==> src/rtl/pot_pkg.sv <==
// Shared types and width helpers for the potentiometer sampler.
package pot_pkg;

  typedef enum logic [1:0] {
    ST_IDLE,
    ST_SETTLE,
    ST_SAMPLE,
    ST_UPDATE
  } state_e;

  // Counter/select width that never collapses to zero bits.
  function automatic int unsigned cnt_w(input int unsigned n);
    return (n > 1) ? $clog2(n) : 1;
  endfunction

endpackage

==> src/rtl/pot_deadband.sv <==
// Write/pulse decision for one channel update: first-update override plus
// either a strict-change rule or, with POT_HYST_EN defined, a HYST-LSB deadband.
module pot_deadband
  import pot_pkg::*;
#(
  parameter int DATA_W = 8,
  parameter int HYST   = 2
) (
  input  logic [DATA_W-1:0] avg_i,
  input  logic [DATA_W-1:0] cur_i,
  input  logic              first_i,
  output logic              upd_o
);

  localparam logic [DATA_W:0] HYST_V = (DATA_W + 1)'(HYST);

  logic [DATA_W-1:0] diff;

  always_comb begin
    diff = (avg_i >= cur_i) ? (avg_i - cur_i) : (cur_i - avg_i);
  end

`ifdef POT_HYST_EN
  assign upd_o = first_i || ({1'b0, diff} > HYST_V);
`else
  logic unused_hyst;
  assign unused_hyst = ^HYST_V;
  assign upd_o       = first_i || (diff != '0);
`endif

endmodule

==> src/rtl/pot_sampler.sv <==
// Multi-channel pot sampler: settle, boxcar average, per-channel deadband update.
// Optional feature macro: POT_HYST_EN (deadband rule inside pot_deadband).
module pot_sampler
  import pot_pkg::*;
#(
  parameter int DATA_W        = 8,
  parameter int NUM_CH        = 2,
  parameter int SETTLE_CYCLES = 1000,
  parameter int AVG_LOG2      = 3,
  parameter int HYST          = 2
) (
  input  logic                       sys_clk,
  input  logic                       reset,
  input  logic                       enable,
  input  logic [DATA_W-1:0]          adc_data,
  output logic [cnt_w(NUM_CH)-1:0]   ch_sel,
  output logic [NUM_CH*DATA_W-1:0]   value,
  output logic [NUM_CH-1:0]          value_valid
);

  localparam int CW = cnt_w(NUM_CH);
  localparam int SW = cnt_w(SETTLE_CYCLES);
  localparam int MW = (AVG_LOG2 > 0) ? AVG_LOG2 : 1;
  localparam int AW = DATA_W + AVG_LOG2;
  localparam logic [SW-1:0] SETTLE_LAST = SW'(SETTLE_CYCLES - 1);
  localparam logic [MW-1:0] SAMPLE_LAST = MW'((1 << AVG_LOG2) - 1);
  localparam logic [CW-1:0] CH_LAST     = CW'(NUM_CH - 1);

  // Truncating boxcar mean; the accumulator is wide enough to never wrap.
  function automatic logic [DATA_W-1:0] box_avg(input logic [AW-1:0] sum);
    return DATA_W'(sum >> AVG_LOG2);
  endfunction

  state_e              state_q, state_d;
  logic [DATA_W-1:0]   adc_q, adc_d;
  logic [SW-1:0]       settle_cnt_q, settle_cnt_d;
  logic [MW-1:0]       sample_cnt_q, sample_cnt_d;
  logic [AW-1:0]       acc_q, acc_d;
  logic [CW-1:0]       ch_q, ch_d;
  logic [DATA_W-1:0]   value_q [NUM_CH];
  logic [DATA_W-1:0]   value_d [NUM_CH];
  logic [NUM_CH-1:0]   first_q, first_d;
  logic [NUM_CH-1:0]   vld_q, vld_d;
  logic [DATA_W-1:0]   avg;
  logic                upd;

  assign avg = box_avg(acc_q);

  pot_deadband #(
    .DATA_W (DATA_W),
    .HYST   (HYST)
  ) u_deadband (
    .avg_i   (avg),
    .cur_i   (value_q[ch_q]),
    .first_i (first_q[ch_q]),
    .upd_o   (upd)
  );

  always_comb begin
    state_d      = state_q;
    adc_d        = adc_data;
    settle_cnt_d = settle_cnt_q;
    sample_cnt_d = sample_cnt_q;
    acc_d        = acc_q;
    ch_d         = ch_q;
    value_d      = value_q;
    first_d      = first_q;
    vld_d        = '0;
    // Dropping enable parks in IDLE but keeps channel, values and first-flags.
    if (!enable) begin
      state_d      = ST_IDLE;
      settle_cnt_d = '0;
      sample_cnt_d = '0;
      acc_d        = '0;
    end else begin
      case (state_q)
        ST_IDLE: begin
          state_d      = ST_SETTLE;
          settle_cnt_d = '0;
        end
        ST_SETTLE: begin
          if (settle_cnt_q == SETTLE_LAST) begin
            state_d      = ST_SAMPLE;
            settle_cnt_d = '0;
            sample_cnt_d = '0;
            acc_d        = '0;
          end else begin
            settle_cnt_d = settle_cnt_q + 1'b1;
          end
        end
        ST_SAMPLE: begin
          acc_d = acc_q + AW'(adc_q);
          if (sample_cnt_q == SAMPLE_LAST) begin
            state_d      = ST_UPDATE;
            sample_cnt_d = '0;
          end else begin
            sample_cnt_d = sample_cnt_q + 1'b1;
          end
        end
        ST_UPDATE: begin
          if (upd) begin
            value_d[ch_q] = avg;
            vld_d[ch_q]   = 1'b1;
          end
          first_d[ch_q] = 1'b0;
          ch_d          = (ch_q == CH_LAST) ? '0 : ch_q + 1'b1;
          state_d       = ST_SETTLE;
        end
        default: state_d = ST_IDLE;
      endcase
    end
  end

  always_ff @(posedge sys_clk) begin
    if (reset) begin
      state_q      <= ST_IDLE;
      adc_q        <= '0;
      settle_cnt_q <= '0;
      sample_cnt_q <= '0;
      acc_q        <= '0;
      ch_q         <= '0;
      value_q      <= '{default: '0};
      first_q      <= '1;
      vld_q        <= '0;
    end else begin
      state_q      <= state_d;
      adc_q        <= adc_d;
      settle_cnt_q <= settle_cnt_d;
      sample_cnt_q <= sample_cnt_d;
      acc_q        <= acc_d;
      ch_q         <= ch_d;
      value_q      <= value_d;
      first_q      <= first_d;
      vld_q        <= vld_d;
    end
  end

  assign ch_sel      = ch_q;
  assign value_valid = vld_q;

  for (genvar k = 0; k < NUM_CH; k++) begin : g_flat
    assign value[k*DATA_W +: DATA_W] = value_q[k];
  end

endmodule

==> config.mk <==
export PLATFORM = sky130hd
export DESIGN_NAME = pot_sampler
export DESIGN_NICKNAME = d
export VERILOG_FILES = /design/src/rtl/pot_pkg.sv /design/src/rtl/pot_deadband.sv /design/src/rtl/pot_sampler.sv
export SDC_FILE = /design/constraint.sdc
export NUM_CORES = 1
export LEC_CHECK = 0
export BUFFER_PORTS_ARGS = -buffer_cell sky130_fd_sc_hd__buf_4
export CORE_ASPECT_RATIO = 0.7
export CORE_MARGIN = 2
export CORE_UTILIZATION = 55
export CTS_CLUSTER_SIZE = 8
export DETAILED_ROUTE_END_ITERATION = 8
export PLACE_DENSITY = 0.87
export SLEW_MARGIN = 20
export SYNTH_ARGS = -nofsm -noshare
export SYNTH_HDL_FRONTEND = slang
export SYNTH_SLANG_ARGS = --single-unit
export TNS_END_PERCENT = 50
==> constraint.sdc <==
create_clock -name sys_clk -period 4.9 [get_ports sys_clk]
set_clock_uncertainty 0.1 [all_clocks]
set_input_delay 0.735 -clock sys_clk [delete_from_list [all_inputs] [get_ports sys_clk]]
set_output_delay 0.735 -clock sys_clk [all_outputs]
set_load 0.02 [all_outputs]
; ---- Word-level counts from Yosys, hierarchy flattened
; Cells that the tools add are included.
[word_totals]
register_bits = 55
latch_bits = 0
ram_bits = 0
romBits = 0
in_bits = 11
output_inout_bits = 19
elab_cells = 70
n_memories = 0
[classes]
addsub = 6
mul = 0
n_div = 0
n_lt_le_gt_ge = 5
n_eq_ne = 7
shift = 0
n_mux = 22
bitwise = 6
n_reduce_logical = 14
[op_table]
columns = cell, count
row1 = 8-bit 2-to-1 mux, 5
row2 = 11-bit one-hot mux with 2 select lines, 1
row3 = 10-bit one-hot mux with 2 select lines, 1
row4 = 16-bit bitwise mux, 1
row5 = 8-bit subtractor, 2
row6 = 11-bit by 8-bit adder with 11-bit output, 1
row7 = 11-bit 2-to-1 mux, 1
row8 = 10-bit by 1-bit adder with 10-bit output (second input constant), 1
row9 = 10-bit == test (second input constant), 1
row10 = 10-bit 2-to-1 mux, 1
row11 = 8-bit demux with 1-bit select, 1
row12 = 8-bit >= comparator, 1
row13 = 8-bit nonzero test, 1
row14 = 3-bit 2-to-1 mux, 2
row15 = 2-bit one-hot mux with 3 select lines, 1
row16 = 3-bit one-hot mux with 2 select lines, 1
row17 = 2-bit AND reduction, 3
row18 = 2-bit == test (second input constant), 2
row19 = 1-bit 2-to-1 mux, 4
row20 = 2-bit 2-to-1 mux, 2
row21 = 2-bit inequality test (second input constant), 2
row22 = 2-bit nonzero test, 2
row23 = 2-bit OR reduction, 2
row24 = 4-bit OR reduction, 1
row25 = other kinds (17), 20

; ---- Depth between registers and ports, before layout
; Gate-level depths: netlist (run 1).
[depth]
word_depth = 10
depth_mapped = 13
mapped_depth_nobuf = 10

; ---- Hierarchy
; Synthesis (run 1) repeated with hierarchy kept, for this count alone.
[hier_totals]
hier_cells = 390
area_unflattened_um2 = 3319.4
[by_module_without_submodules]
columns = mod, n_inst, cells_per_inst, area_each_um2, seq_area_each_um2
row1 = pot_sampler, 1, 304, 2665.1, 1101.1
row2 = pot_deadband, 1, 86, 654.4, 0.0

; ---- Worst setup path before layout (run 1)
; OpenSTA, ideal clock, no wires.
[synth_timing]
path_type = register to register
from = register ch_q (netlist: ch_sel)
to = register value_q (netlist bit value[0])
setup_ns = 0.072
arrival_time_ns = 3.202
required_ns = 4.728
path_slack_ns = 1.527
path_stages_with_launch = 13
path_buffers = 2
period_less_slack_ns = 3.373
cell_sequence = dfxtp_1 -> buf_1 -> mux2i_1 -> inv_1 -> ha_1 -> and2b_1 -> o221a_1 -> o31a_1 -> a41o_1 -> a32oi_2 -> nor2b_4 -> buf_6 -> mux2i_1
[synth_via]
elab_chain_cells = 9
elab_cells_between_ends = 19
cone_classes = 2 x add/sub / 3 x order compare / 9 x mux / 1 x bitwise / 4 x reduce/logical
[synth_lines]
columns = element, line
row1 = from (decl), pot_sampler.sv:39  ; logic [CW-1:0] ch_q, ch_d;
row2 = from (signal assigned), pot_sampler.sv:131  ; ch_q <= ch_d;
row3 = 1-bit NOT with 2-bit output (not written as such), "pot_sampler.sv:54, pot_sampler.sv:102"
row4 = 8-bit 2-to-1 mux (not written as such) (3 in series), pot_sampler.sv:54  ; .cur_i (value_q[ch_q]),
row5 = 8-bit subtractor or 8-bit >= comparator (tied branches), pot_deadband.sv:20  ; diff = (avg_i >= cur_i) ? (avg_i - cur_i) : (cur_i - avg_i);
row6 = 8-bit 2-to-1 mux, pot_deadband.sv:20
row7 = 8-bit nonzero test, pot_deadband.sv:28  ; assign upd_o = first_i || (diff != '0);
row8 = 1-bit logical OR, pot_deadband.sv:28
row9 = 3-bit AND reduction (no line), -
row10 = to (signal assigned), pot_sampler.sv:132  ; value_q <= value_d;
row11 = to (decl), pot_sampler.sv:40  ; logic [DATA_W-1:0] value_q [NUM_CH];
; Several ways; a longest one is shown, not always the timed one. The select of a mux whose other input is x is not followed.
; A chain may end at the register's enable or synchronous reset.

; ---- Worst setup path after layout (run 1)
; Ends and elaborated chain as after synthesis.

==> results of run 1 <==
==> critical path, cell delays in order (launching register included) <==
cell      delay, ps
dfxtp_1         860
mux2i_1         320
inv_1            70
ha_1            440
a21oi_2         260
o211ai_1        130
a221o_1         360
o311a_1         140
a32oi_2         310
nor2b_4         400
mux2i_1         240
==> flip-flops by register name, indices dropped and copies added (netlist names) <==
register and cells:
adc_q 8, acc_q 11, sample_cnt_q 3, settle_cnt_q 10
ch_sel 1, value_valid 2, first_q 2, state_q 2
value 16
==> routing by layer <==
layer  vias to the layer above  wire (µm)  GRT usage, %  part of all wire, %
met3                        10        515         3.931                  6.6
met1                      1330       3778         33.31                   49
li1                       1399          -             -                    -
met4                         0         85         4.938                  1.1
met5                         -          0             0                    0
met2                       126       3407         36.48                   44
==> how the worst max path moves through the flow <==
| stage | slack (ps) | end |
|---|---|---|
| floorplan | 1530 | value[0] |
| global placement | 1480 | value[3] |
| detailed placement | 1270 | value[3] |
| CTS | 1250 | value[0] |
| global route | 970 | value[2] |
| finish | 1210 | value[0] |
==> placed cells by master, fill, tap and decap left out, types with 2 or more instances in the layout <==
master and instances:
nand3b_1 2, o21ai_0 11, a21oi_1 16, buf_4 29, nor2_1 39, a22oi_1 8
nand2b_1 27, o311a_1 2, a21o_1 5, nor3_2 2, nand4b_1 2, o211ai_1 8
nand2_1 16, nor2b_1 13, a311oi_1 4, mux2i_1 27, o21bai_1 3, xnor2_1 8
inv_1 21, a21oi_2 2, a31oi_1 2, ha_1 31, or3_1 2, clkbuf_8 5
a211oi_1 8, nand3_1 7, and3_1 6, o21a_1 3, nor3_1 6, dfxtp_1 55
or2_2 4
==> per-stage QoR <==
step | cell area [µm²] | util, % | worst slack, ps | hold WS (ps)
after floorplan | 3383 | - | 1527 | 325.8
after global placement | 3615 | 61.88 | 1480 | 349.3
after detailed placement | 3615 | 61.88 | 1268 | 347.4
after CTS | 3726 | 63.78 | 1246 | 369.2
after global routing | 3730 | 63.85 | 970.0 | 395.3
final | 3730 | 63.85 | 1208 | 370.0
==> kinds of logic (layout without fill, tap and decap cells) <==
kind of cell | count (synthesis) | in the layout | synth area share, %
flops | 55 | 55 | 32.54
simple gates | 137 | 137 | 22.26
fa+ha+maj | 32 | 32 | 12.06
mux | 28 | 28 | 8.284
compound gates | 85 | 85 | 18.08
xor+xnor | 8 | 8 | 2.071
buf+inv | 39 | 58 | 4.697
==> cell type report <==
cell class / count / area (µm²)
clock buffer: 6 / 72.57
fill: 483 / 2112
tap: 75 / 93.84
sequential: 55 / 1101
inverter: 21 / 78.83
timing repair buffer: 29 / 217.7
multi-input combinational: 290 / 2127
clock inverter: 2 / 38.79
==> synthesized netlist by cell type, types with 3 or more instances <==
cell       n  area, µm²
dfxtp_1   55       1101
nor2_1    39      146.4
ha_1      31      387.9
mux2i_1   28      280.3
nand2b_1  27      168.9
inv_1     21      78.83
a21oi_1   16      80.08
nand2_1   16      60.06
nor2b_1   13      81.33
clkbuf_1  11      41.29
o21ai_0   11      55.05
a211oi_1   8      60.06
a22oi_1    8      60.06
o211ai_1   8      60.06
xnor2_1    8      70.07
nand3_1    7      35.03
and3_1     6      37.54
nor3_1     6      30.03
a21o_1     5      37.54
a311oi_1   4      35.03
buf_2      4      20.02
or2_2      4      25.02
o21a_1     3      22.52
o21bai_1   3      22.52
==> where the power goes <==
| group | switching (W) | leakage [nW] | internal (W) |
|---|---|---|---|
| registers | 0.00000401 | 0.445 | 0.000452 |
| clock network | 0.000158 | 0.0558 | 0.000155 |
| logic | 0.0000332 | 1.04 | 0.0000246 |
==> flow_summary.json, run 1 <==
{
  "hold_end": "first_q[1]",
  "cts_tree": "yes",
  "grt_max_degree": 39,
  "num_rows": 23,
  "rsz0062_at_grt": "false",
  "nNetsFinal": 445,
  "cts-buffers-inserted": 5,
  "ys_seq_elements": 55,
  "cts_setup_buffers": 0,
  "setup_viol": 0,
  "clock_latency_ps": 320,
  "arrival_ps": 3840,
  "synthesis.area_um2": 3383,
  "ff2ff_setup_slack_ps": 1210,
  "hold_path_class": "flop to flop",
  "r2r-start": "ch_sel",
  "synth.distinct_cells": 58,
  "drv_slew": 0,
  "dieArea_um2": 6805,
  "crit_required_ps": 5050,
  "synth_seq_area_share_pct": 32.54,
  "avgRoutedWirePerCell_um": 16.29,
  "cts.sinks": 55,
  "drc": 0,
  "synth_edf_count": 0,
  "die_x_um": 97.74,
  "async_flop_share_pct": 0,
  "startpoint": "ch_sel",
  "clock-root-buffer": "clkbuf_8",
  "clock_path_buffers": 2,
  "cp-start-kind": "flop",
  "start_util_pct": 57.91,
  "htreeDepth": 2,
  "drt-total-wl_mm": 7.787,
  "crit_type": "flop to flop",
  "period_share_pct": 75.34,
  "critPathCaptureType": "flop",
  "diodes": 0,
  "ios": 30,
  "grt_pass1_vias": 2631,
  "synthFlopType": "dfxtp_1",
  "ys_warn_count": 0,
  "finalHoldViolCount": 0,
  "die_h_um": 69.62,
  "antenna_found_initial": 0,
  "syn_nets": 427,
  "drt-initial-drc-count": 209,
  "vias_per_cell": 5.994,
  "cap_violations": 0,
  "peakVddDrop_uv": 149.8,
  "synth_cells": 384,
  "track_usage_pct": 23.13,
  "status": "complete, no violations",
  "ant_nets": 0,
  "worstHoldPathCells": 1,
  "drive_above_1_share_pct": 12.66,
  "vias": 2865,
  "clk_pin_slew_ps": 100,
  "coreArea_um2": 5842,
  "period_needed_ps": 3692,
  "cts_resized": 0,
  "hold_path.startpoint": "first_q[1]",
  "firstDrtPassIters": 5,
  "syn_area_per_cell_um2": 8.811,
  "r2r_end": "value[0]",
  "gr-total-overflow": 0,
  "power_w": 0.0008268,
  "gp_congestion": 0.9192,
  "crit_fanout": 14,
  "reg2reg_depth": 10,
  "portBuffers": 29,
  "dp_hpwl_mm": 5.795,
  "syn_to_final_growth_pct": 10.24,
  "dp_cells": 470,
  "cts.hold.buffers_added": 0,
  "leakage_nw": 1.540,
  "fin_cells": 478,
  "slew_headroom_pct": 40.53,
  "powerDensity_nw_per_um2": 221.7,
  "finalSetupTns_ps": 0,
  "max_freq_mhz": 270.9,
  "worstMarginPinSlew_ps": 892.1,
  "grt_pass1_wl_mm": 12.88
}
No activity file was read; power rests on OpenSTA's default activity.
==> inputs of run 2 (changes only) <==
- CORE_UTILIZATION: 55 -> 54
- PLACE_DENSITY: 0.87 -> 0.88
- clock period: 4.9 -> 3.2 ns (I/O delays scaled with it)
==> run 2 against run 1 <==
Compared with the run above: via count is 1.6% higher; fmax is 17% higher; die area is 1.8% higher; worst setup slack got worse by 1200 ps; clock-buffer cell count unchanged; core utilization down 1.5 points.
==> flow_summary.json, run 2 (same netlist as run 1, synthesis figures left out) <==
{
  "worstHoldPathCells": 2,
  "hold_path_class": "input pin to flop",
  "critPathMaxStageDelay_ps": 550,
  "gr-total-overflow": 0,
  "crit_fanout": 8,
  "vias_per_cell": 5.891,
  "slowest_stage": "or4_1",
  "setup_viol": 0,
  "grt_max_degree": 39,
  "num_rows": 24,
  "peakVddDrop_uv": 210.4,
  "drive_above_1_share_pct": 16.59,
  "start_util_pct": 54.96,
  "hold_end": "adc_q[6]",
  "drt-initial-drc-count": 197,
  "worstMarginPinSlew_ps": 913.3,
  "vias": 2910,
  "clock_path_buffers": 2,
  "cts.sinks": 55,
  "drv_slew": 0,
  "track_usage_pct": 22.86,
  "antenna_found_initial": 0,
  "clock_latency_ps": 310,
  "slew_headroom_pct": 39.11,
  "drt-total-wl_mm": 7.723,
  "r2r_end": "value[1]",
  "htreeDepth": 2,
  "path_cells": "mux2i_2, inv_1, ha_1, or4_1, nor3_2, o21ai_1, a2111oi_2, a32oi_2, nor2b_4, buf_12, mux2i_1",
  "finalSetupTns_ps": 0,
  "pwr-share-clk_pct": 32.4,
  "period_needed_ps": 3147,
  "firstDrtPassIters": 5,
  "final_common_cell": "dfxtp_1",
  "p_comb_share_pct": 7.8,
  "crit_required_ps": 3300,
  "hold_path.startpoint": "adc_data[6]",
  "diodes": 0,
  "ant_nets": 0,
  "gp_congestion": 1.021,
  "coreArea_um2": 6156,
  "largest_reg_flops": 16,
  "swShare_pct": 24.11,
  "cts-buffers-inserted": 5,
  "r2r-start": "ch_sel",
  "ios": 30,
  "syn_to_final_growth_pct": 13.35,
  "p_int_w": 0.0008844,
  "nNetsFinal": 458,
  "cts_tree": "yes",
  "path_buf_inv": 2,
  "dp_hpwl_mm": 5.771,
  "clock-root-buffer": "clkbuf_8",
  "period_share_pct": 98.34,
  "fin_hold_ws_ps": 277.5,
  "arrival_ps": 3250,
  "final_cell_mix": "dfxtp_1 (54), buf_4 (41), nor2_1 (39), ha_1 (30), nand2b_1 (27)",
  "critical_path.top_delay_family": "simple AND/OR/NAND/NOR gates",
  "p_switching_w": 0.0002809,
  "leakage_nw": 1.585,
  "portBuffers": 29,
  "cts.hold.buffers_added": 0,
  "grt_pass1_vias": 2724,
  "cp-start-kind": "flop",
  "max_freq_mhz": 317.8,
  "clk_pin_slew_ps": 100,
  "ff2ff_setup_slack_ps": 50,
  "die_x_um": 98.61,
  "reg2reg_depth": 11,
  "grt_pass1_wl_mm": 13.00,
  "cap_violations": 0,
  "finalHoldViolCount": 0,
  "avgRoutedWirePerCell_um": 15.63,
  "crit_type": "flop to flop",
  "status": "complete, no violations",
  "dieArea_um2": 6925,
  "p_seq_share_pct": 59.8,
  "powerDensity_nw_per_um2": 303.9,
  "critPathCaptureType": "flop",
  "drc": 0,
  "die_h_um": 70.23
}
## run 2: metrics by stage
step	area, µm²	util, %	worst slack (ps)	cells	power, W
2_1_floorplan	3385	-	0.4914	384	0.0007761
3_3_place_gp	3709	60.24	58.20	485	0.0007991
3_5_place_dp	3709	60.24	-129.3	485	0.0008025
4_1_cts	3815	61.97	31.71	494	0.001170
5_1_grt	3835	62.30	-21.38	494	0.001209
6_report	3835	62.30	53.27	494	0.001165
## run 2: routing by layer
metal / vias up / GRT usage (%) / routed length [µm]
li1: 1422 / - / -
met1: 1368 / 33.33 / 3818
met2: 109 / 35.68 / 3373
met3: 11 / 3.904 / 444
met4: 0 / 4.871 / 87
met5: - / 0 / 0
## run 2: area by class of cell
cell class / instances / area [µm²]
well taps: 78 / 97.59
clock inverters: 2 / 12.51
inverters: 21 / 78.83
multi-input cells: 290 / 2141
repair buffers: 42 / 327.8
clock buffers: 6 / 72.57
fillers: 502 / 2321
flip-flops and latches: 55 / 1105
## run 2: timing repair
action,4_1_cts,5_1_grt
endpoints found under the setup margin,16,16
gates resized for setup,1,6
pin swaps,0,2
setup buffers,1,0
## run 2: power by group through the flow
stage	logic (W)	registers (W)	clock network (W)
floorplan	0.0000641	0.000712	0
global placement	0.0000859	0.000713	0
detailed placement	0.0000891	0.000713	0
CTS	0.0000905	0.000698	0.000382
global route	0.000103	0.000698	0.000408
finish	0.0000912	0.000697	0.000377
## run 2: worst max path at each step
stage | start | endpoint | slack [ps] | cells after the start
floorplan | ch_sel | value[0] | 0.5 | 12
global placement | ch_sel | value[6] | 60 | 11
detailed placement | ch_sel | value[0] | -130 | 11
CTS | ch_sel | value[15] | 30 | 10
global route | ch_sel | value[3] | -20 | 11
finish | ch_sel | value[1] | 50 | 11
